<file path="src/rtl/dcache_mem_requester.sv">
// D-cache line-miss requester toward the memory controller: one outstanding
// miss, optional dirty-victim writeback, refill return, timeout/ack checks.
//
// Ports:
//   clk, reset            clock and synchronous active-high reset
//   miss_req/miss_addr    refill request from the cache (sampled in IDLE)
//   victim_dirty/_addr/_data  writeback carried with the miss
//   busy                  transaction in progress
//   fill_valid/_addr/_data    one-cycle refill return
//   err_timeout, err_wb_noack sticky error flags
//   reqD_cache, reqD_cache_write, reqAddrD_mem, reqAddrD_write_mem,
//   data_from_cache       request side toward the memory controller
//   data_to_cache, read_ready_for_dcache, written_data_ack
//                         response side from the memory controller
module dcache_mem_requester #(
    parameter int ADDR_W  = 26,
    parameter int LINE_W  = 128,
    parameter int TIMEOUT = 64
) (
    input  logic              clk,
    input  logic              reset,
    input  logic              miss_req,
    input  logic [ADDR_W-1:0] miss_addr,
    input  logic              victim_dirty,
    input  logic [ADDR_W-1:0] victim_addr,
    input  logic [LINE_W-1:0] victim_data,
    output logic              busy,
    output logic              fill_valid,
    output logic [ADDR_W-1:0] fill_addr,
    output logic [LINE_W-1:0] fill_data,
    output logic              err_timeout,
    output logic              err_wb_noack,
    output logic              reqD_cache,
    output logic              reqD_cache_write,
    output logic [ADDR_W-1:0] reqAddrD_mem,
    output logic [ADDR_W-1:0] reqAddrD_write_mem,
    output logic [LINE_W-1:0] data_from_cache,
    input  logic [LINE_W-1:0] data_to_cache,
    input  logic              read_ready_for_dcache,
    input  logic              written_data_ack
);

    localparam logic [1:0] S_IDLE = 2'd0;
    localparam logic [1:0] S_WAIT = 2'd1;
    localparam logic [1:0] S_FILL = 2'd2;
    localparam logic [1:0] S_GAP  = 2'd3;

    localparam int CNT_W = (TIMEOUT > 1) ? $clog2(TIMEOUT) : 1;
    localparam logic [CNT_W-1:0] CNT_MAX = CNT_W'(TIMEOUT - 1);

    logic [1:0]        state;
    logic [CNT_W-1:0]  cnt;
    logic              dirty_q;
    logic              wb_acked;
    logic [LINE_W-1:0] line_q;

    always_ff @(posedge clk) begin
        if (reset) begin
            state              <= S_IDLE;
            cnt                <= '0;
            dirty_q            <= 1'b0;
            wb_acked           <= 1'b0;
            line_q             <= '0;
            busy               <= 1'b0;
            fill_valid         <= 1'b0;
            fill_addr          <= '0;
            fill_data          <= '0;
            err_timeout        <= 1'b0;
            err_wb_noack       <= 1'b0;
            reqD_cache         <= 1'b0;
            reqD_cache_write   <= 1'b0;
            reqAddrD_mem       <= '0;
            reqAddrD_write_mem <= '0;
            data_from_cache    <= '0;
        end else begin
            fill_valid <= 1'b0;
            unique case (state)
                S_IDLE: begin
                    if (miss_req) begin
                        reqD_cache         <= 1'b1;
                        reqAddrD_mem       <= miss_addr;
                        reqD_cache_write   <= victim_dirty;
                        // A clean miss presents an all-zero writeback bus.
                        reqAddrD_write_mem <= victim_dirty ? victim_addr : '0;
                        data_from_cache    <= victim_dirty ? victim_data : '0;
                        dirty_q            <= victim_dirty;
                        wb_acked           <= 1'b0;
                        cnt                <= '0;
                        busy               <= 1'b1;
                        state              <= S_WAIT;
                    end
                end
                S_WAIT: begin
                    cnt <= cnt + 1'b1;
                    if (written_data_ack) begin
                        wb_acked         <= 1'b1;
                        reqD_cache_write <= 1'b0;
                    end
                    if (read_ready_for_dcache) begin
                        line_q           <= data_to_cache;
                        reqD_cache       <= 1'b0;
                        reqD_cache_write <= 1'b0;
                        // An ack arriving on the same edge still counts.
                        if (dirty_q && !wb_acked && !written_data_ack)
                            err_wb_noack <= 1'b1;
                        state <= S_FILL;
                    end else if (cnt == CNT_MAX) begin
                        err_timeout      <= 1'b1;
                        reqD_cache       <= 1'b0;
                        reqD_cache_write <= 1'b0;
                        state            <= S_GAP;
                    end
                end
                S_FILL: begin
                    fill_valid <= 1'b1;
                    fill_addr  <= reqAddrD_mem;
                    fill_data  <= line_q;
                    state      <= S_GAP;
                end
                S_GAP: begin
                    busy  <= 1'b0;
                    state <= S_IDLE;
                end
                default: state <= S_IDLE;
            endcase
        end
    end

endmodule

</file>
<file path="config.mk">
export PLATFORM = sky130hd
export DESIGN_NAME = dcache_mem_requester
export DESIGN_NICKNAME = d
export VERILOG_FILES = /design/src/rtl/dcache_mem_requester.sv
export SDC_FILE = /design/constraint.sdc
export NUM_CORES = 1
export LEC_CHECK = 0
export ABC_CLOCK_PERIOD_IN_PS = 3500
export BUFFER_PORTS_ARGS = -buffer_cell sky130_fd_sc_hd__clkbuf_2
export CAP_MARGIN = 10
export CORE_AREA = 2 2 258 260
export DETAILED_ROUTE_END_ITERATION = 7
export DIE_AREA = 0 0 260 262
export GPL_TIMING_DRIVEN = 0
export SKIP_CTS_REPAIR_TIMING = 1
export SYNTH_ARGS = -nofsm -noshare
export SYNTH_HDL_FRONTEND = slang
export SYNTH_SLANG_ARGS = --single-unit
</file>
<file path="constraint.sdc">
create_clock -name clk -period 3.5 [get_ports clk]
set_clock_uncertainty 0.1 [all_clocks]
set_input_delay 0.35 -clock clk [delete_from_list [all_inputs] [get_ports clk]]
set_output_delay 0.35 -clock clk [all_outputs]
set_load 0.02 [all_outputs]
</file>
======== Yosys cells after proc, flatten, opt, wreduce, memory -nomap -nowiden ========
Cells that the tools add are included.
Widths: inputs -> output; s select.
storage, ports and cells
  register bits after elaboration ......... 478
  bits of input ports ..................... 314
operators by class
  bitwise logic cells ..................... 1
  reductions and logical operators ........ 17
  add/subtract/negate cells ............... 1
  multiplexer cells ....................... 22
  equality and inequality tests ........... 8
operators by type and width
  cell                 count
  $mux 128             1
  $mux 26              1
  $reduce_and 3->1     5
  $pmux 6 s2           1
  $mux 1               10
  $reduce_and 2->1     5
  $pmux 1 s2           4
  $pmux 2 s4           1
  $add 6x1->6 const B  1
  $eq 6x6->1 const B   1
  $mux 2               3
  $mux 6               1
  $eq 2x2->1 const B   2
  $ne 2x2->1 const B   2
  $ne 4x4->1 const B   1
  $reduce_bool 2->1    2
  $ne 3x3->1 const B   1
  $eq 2x1->1 const B   1
  $logic_and 1x1->1    2
  $logic_not 1->1      2
  $logic_not 2->1      1
  $not 1->1            1

======== Depth between registers and ports, before layout ========
  word-level depth ........................ 4
  depth in mapped cells ................... 8
  gate-level depth less buffers ........... 6

======== Least setup slack after synthesis ========
OpenSTA, ideal clock, no wires.
  path type ............................... reg-to-reg
  start point ............................. register state[0]
  end point ............................... register cnt[3]
  library setup time ...................... 0.070 ns
  stages on the path, launching flop included .. 7
  buffers on the path ..................... 1
  setup slack ............................. 1.894 ns
  required time ........................... 3.330 ns
  arrival time ............................ 1.436 ns
  path through ............................ dfxtp_1 -> inv_1 -> ha_1 -> buf_4 -> mux2i_2 -> or3_1 -> a21oi_1
between the ends
  word-level cells in the longest chain between the ends .. 3
  elaborated cells between the ends (all ways) .. 6
ends and longest elaborated chain
  item                                                              line  text
  from (decl)                                                       51    logic [1:0] state;
  from (signal assigned)                                            59    state <= S_IDLE;
  from (signal assigned)                                            90    state <= S_WAIT;
  from (signal assigned)                                            106   state <= S_FILL;
  $eq 2x1->1 / $logic_not 2->1 (equally long branches)              77    unique case (state)
  $reduce_bool 2->1 (no line) / $ne 2x2->1 (equally long branches)  --
  $reduce_and 2->1 (no line)                                        --
  to (signal assigned)                                              94    cnt <= cnt + 1'b1;
  to (decl)                                                         52    logic [CNT_W-1:0] cnt;
Several ways; a longest one is shown, not always the timed one.
A chain may end at the register's enable or synchronous reset.

======== Worst setup path after layout ========
  start point ............................. register state[0]
  end point ............................... register data_from_cache[0]
between the ends
  word-level cells in the longest chain between the ends .. 2
ends and longest elaborated chain
  item                        line  text
  $logic_not 2->1             77
  $reduce_and 2->1 (no line)  --
  to (signal assigned)        85    data_from_cache <= victim_dirty ? victim_data : '0;
  to (decl)                   37    output logic [LINE_W-1:0] data_from_cache,
Every way passes these cells.

==> reports/qor.txt <==
Longest Clk Path Bufs - 3
GR Util All Layers - 17.2%
Placer Congestion - 0.927
Cell variety after synth - 34
die area - 68100 um^2
RSZ-0062 raised after global routing - no
#FFs+latches synth - 478
Worst-Skew Late Latency - 590 ps
max-cap violations - 0
static leakage - 10.9 nW
Async S/R FF share, synth - 0%
top_reg_cell synth - dfxtp_1
most numerous cell in the Yosys netlist - dfxtp_1
Yosys top cell area share - 55.9%
final setup vio count - 0
# port buffers - 651
DP HPWL - 47900 um
layout cells sized above 1 - 28.1%
max incr delay on CP - 390 ps
CTS Sinks - 478
VDD IR max - 0.352 mV
number of iterations in the first detailed-routing pass - 5
area delta synth->final - 53.2%
Post-layout nets - 3269
vias - 17100
core area - 65300 um^2
DRC violations left - 0
CTS tree - yes
number of global-route vias before repair - 15100
H-tree lvl count - 2
PD cells - 622 nW/um^2
final WL - 66200 um
routed len/inst - 17.2 um
Max Freq - 0.467 GHz
Initial Util - 26.2%
Synth Area per Inst - 8.82 um^2
slew at the pin with the worst max-slew slack - 1100 ps
Die X - 260 um
CTS root buffer - clkbuf_16
Max Transition Viols Final - 0
post-synthesis sequential area ratio - 55.9%
critical path required time - 3910 ps
number of flops mapped to enable cells by yosys - 0
initial antenna violation count - 4
Tmin final - 2140 ps
largest net degree at the start of global routing - 15
fill count - 6529
cell taking the most area after synthesis - dfxtp_1
initial drt markers - 922
synthesized instance count - 1941
post-DR vias/cell - 4.45
Hold Vio Cnt, Final - 0
worst hold slack - 45.0 ps
Die Y - 262 um
std cell rows - 94
Hold Path Class - in -> reg
critical setup path kind - reg -> reg
outcome - complete, no violations
Synthesized Nets - 2260
Slew HR - 26.4%
Antenna Nets Post-Route - 0
top cells by count, synth - 478 x dfxtp_1, 472 x nand2_1, 317 x a21oi_1
dominant cells by area after synthesis - dfxtp_1 56%, nand2_1 10%, a21oi_1 9.3%
Ys Warns - 0
total grt overflow - 0
mapped cell area - 17100 um^2
I/O pin count - 654
cell at the slowest stage of the critical path - dfxtp_1
Num CTS Buffers - 50
critical path startpoint category - flop
setup TNS - 0 ps
worst-path maximum fanout - 10
fin crit share - 61.1%
Cell Chain, Critical Path - inv_1 -> ha_1 -> buf_4 -> nand2_1 -> buf_2 -> buf_2 -> nand2_1 -> a21oi_1
Arr. time, crit path - 2550 ps
CTS clk-pin slew, worst paths - 60 ps
first-pass GRT wire length - 90500 um
Worst Setup End Kind - flop
==> cells by family (layout without fill, tap and decap cells) <==
kind of cell             count (synthesis)  count (layout)  share of synthesized area, %
adder cells (fa/ha/maj)                  5               5                         0.365
AND/OR/NAND/NOR                        812             812                          19.3
multiplexers                           155             155                          9.09
flip-flops                             478             478                          55.9
buffers and inverters                  160            1205                          5.47
XOR/XNOR                                 2               2                         0.102
other                                    0               2                             0
AO/OA/AOI/OAI                          329             329                          9.77
==> stage by stage <==
stage               total power [mW]  instances  instance area, um^2  utilization [%]  setup slack (ps)
finish                          16.3       3852                26200             40.2              1360
global route                    17.1       3852                26200             40.2              1150
CTS                             16.2       3544                23100             35.5              1300
detailed placement              10.6       3456                21500             32.9              1320
global placement                10.6       3456                21500             32.9              1330
floorplan                       9.14       1941                17100                -              1890
==> power breakdown <==
part | total [mW] | leakage (nW) | switching [mW] | internal [mW]
clock | 5.51 | 0.833 | 2.29 | 3.22
sequential | 6.34 | 3.88 | 0.328 | 6.01
combinational | 4.45 | 6.23 | 2.76 | 1.69
==> registers in the layout, indices dropped and copies added, names as in the netlist <==
signal,flops
line_q,128
busy,1
reqD_cache_write,1
data_from_cache,128
cnt,6
reqAddrD_mem,26
fill_valid,1
dirty_q,1
fill_addr,26
wb_acked,1
reqAddrD_write_mem,26
err_timeout,1
fill_data,128
state,2
err_wb_noack,1
reqD_cache,1
==> per-layer routing <==
metal  track usage (%)  wire, um  up-vias
met4              6.35      2240        4
met5                 0        24        -
met3              6.11      5010      135
met1              19.5     26500     7935
met2              29.7     32500      627
li1                  -         -     8448
==> worst paths after layout <==
path,from,end,slack [ps],depth (start not counted)
worst max register to register,state[0],data_from_cache[0],1360,8
worst max-delay path,state[0],data_from_cache[0],1360,8
worst min register to register,reqAddrD_write_mem[25],reqAddrD_write_mem[25],350,2
worst min-delay path,victim_data[94],data_from_cache[94],40,3
==> area by class of cell <==
cell class	count	area, um^2	area share (%)
Sequential cell	478	9570	36.5
Multi-Input combinational cell	1303	6610	25.2
Timing Repair Buffer	957	6320	24.1
Clock buffer	69	1460	5.58
Tap cell	864	1080	4.12
Buffer	158	930	3.55
Clock inverter	19	229	0.873
Inverter	2	7.51	0.0286
Antenna cell	2	5.00	0.0191
==> cells in the final DEF (no fill, tap or decap), types with 2 or more instances in the layout <==
master and n:
clkbuf_2 651, dfxtp_1 478, nand2_1 472, a21oi_1 317, dlygate4sd3_1 306, nor2_1 164, nand3_1 156, mux2i_1 154
buf_2 65, clkbuf_1 61, clkbuf_16 51, buf_6 30, clkbuf_8 12, buf_4 8, clkinv_2 8, ha_1 5
nand2b_1 4, nor3_1 4, bufinv_16 4, and2_1 3, clkinvlp_4 3, diode_2 2, o21bai_1 2, xnor2_1 2
o21ai_0 2, nor2b_1 2, a31oi_1 2, inv_1 2, inv_6 2
==> worst max-delay path, delay by kind of cell, from the launching register on <==
kind | cells | cell delay (ps)
AO/OA/AOI/OAI | 1 | 130
adder cells (fa/ha/maj) | 1 | 200
flip-flops | 1 | 390
AND/OR/NAND/NOR | 2 | 230
buffers and inverters | 4 | 990
(Power assumes the default switching activity.)
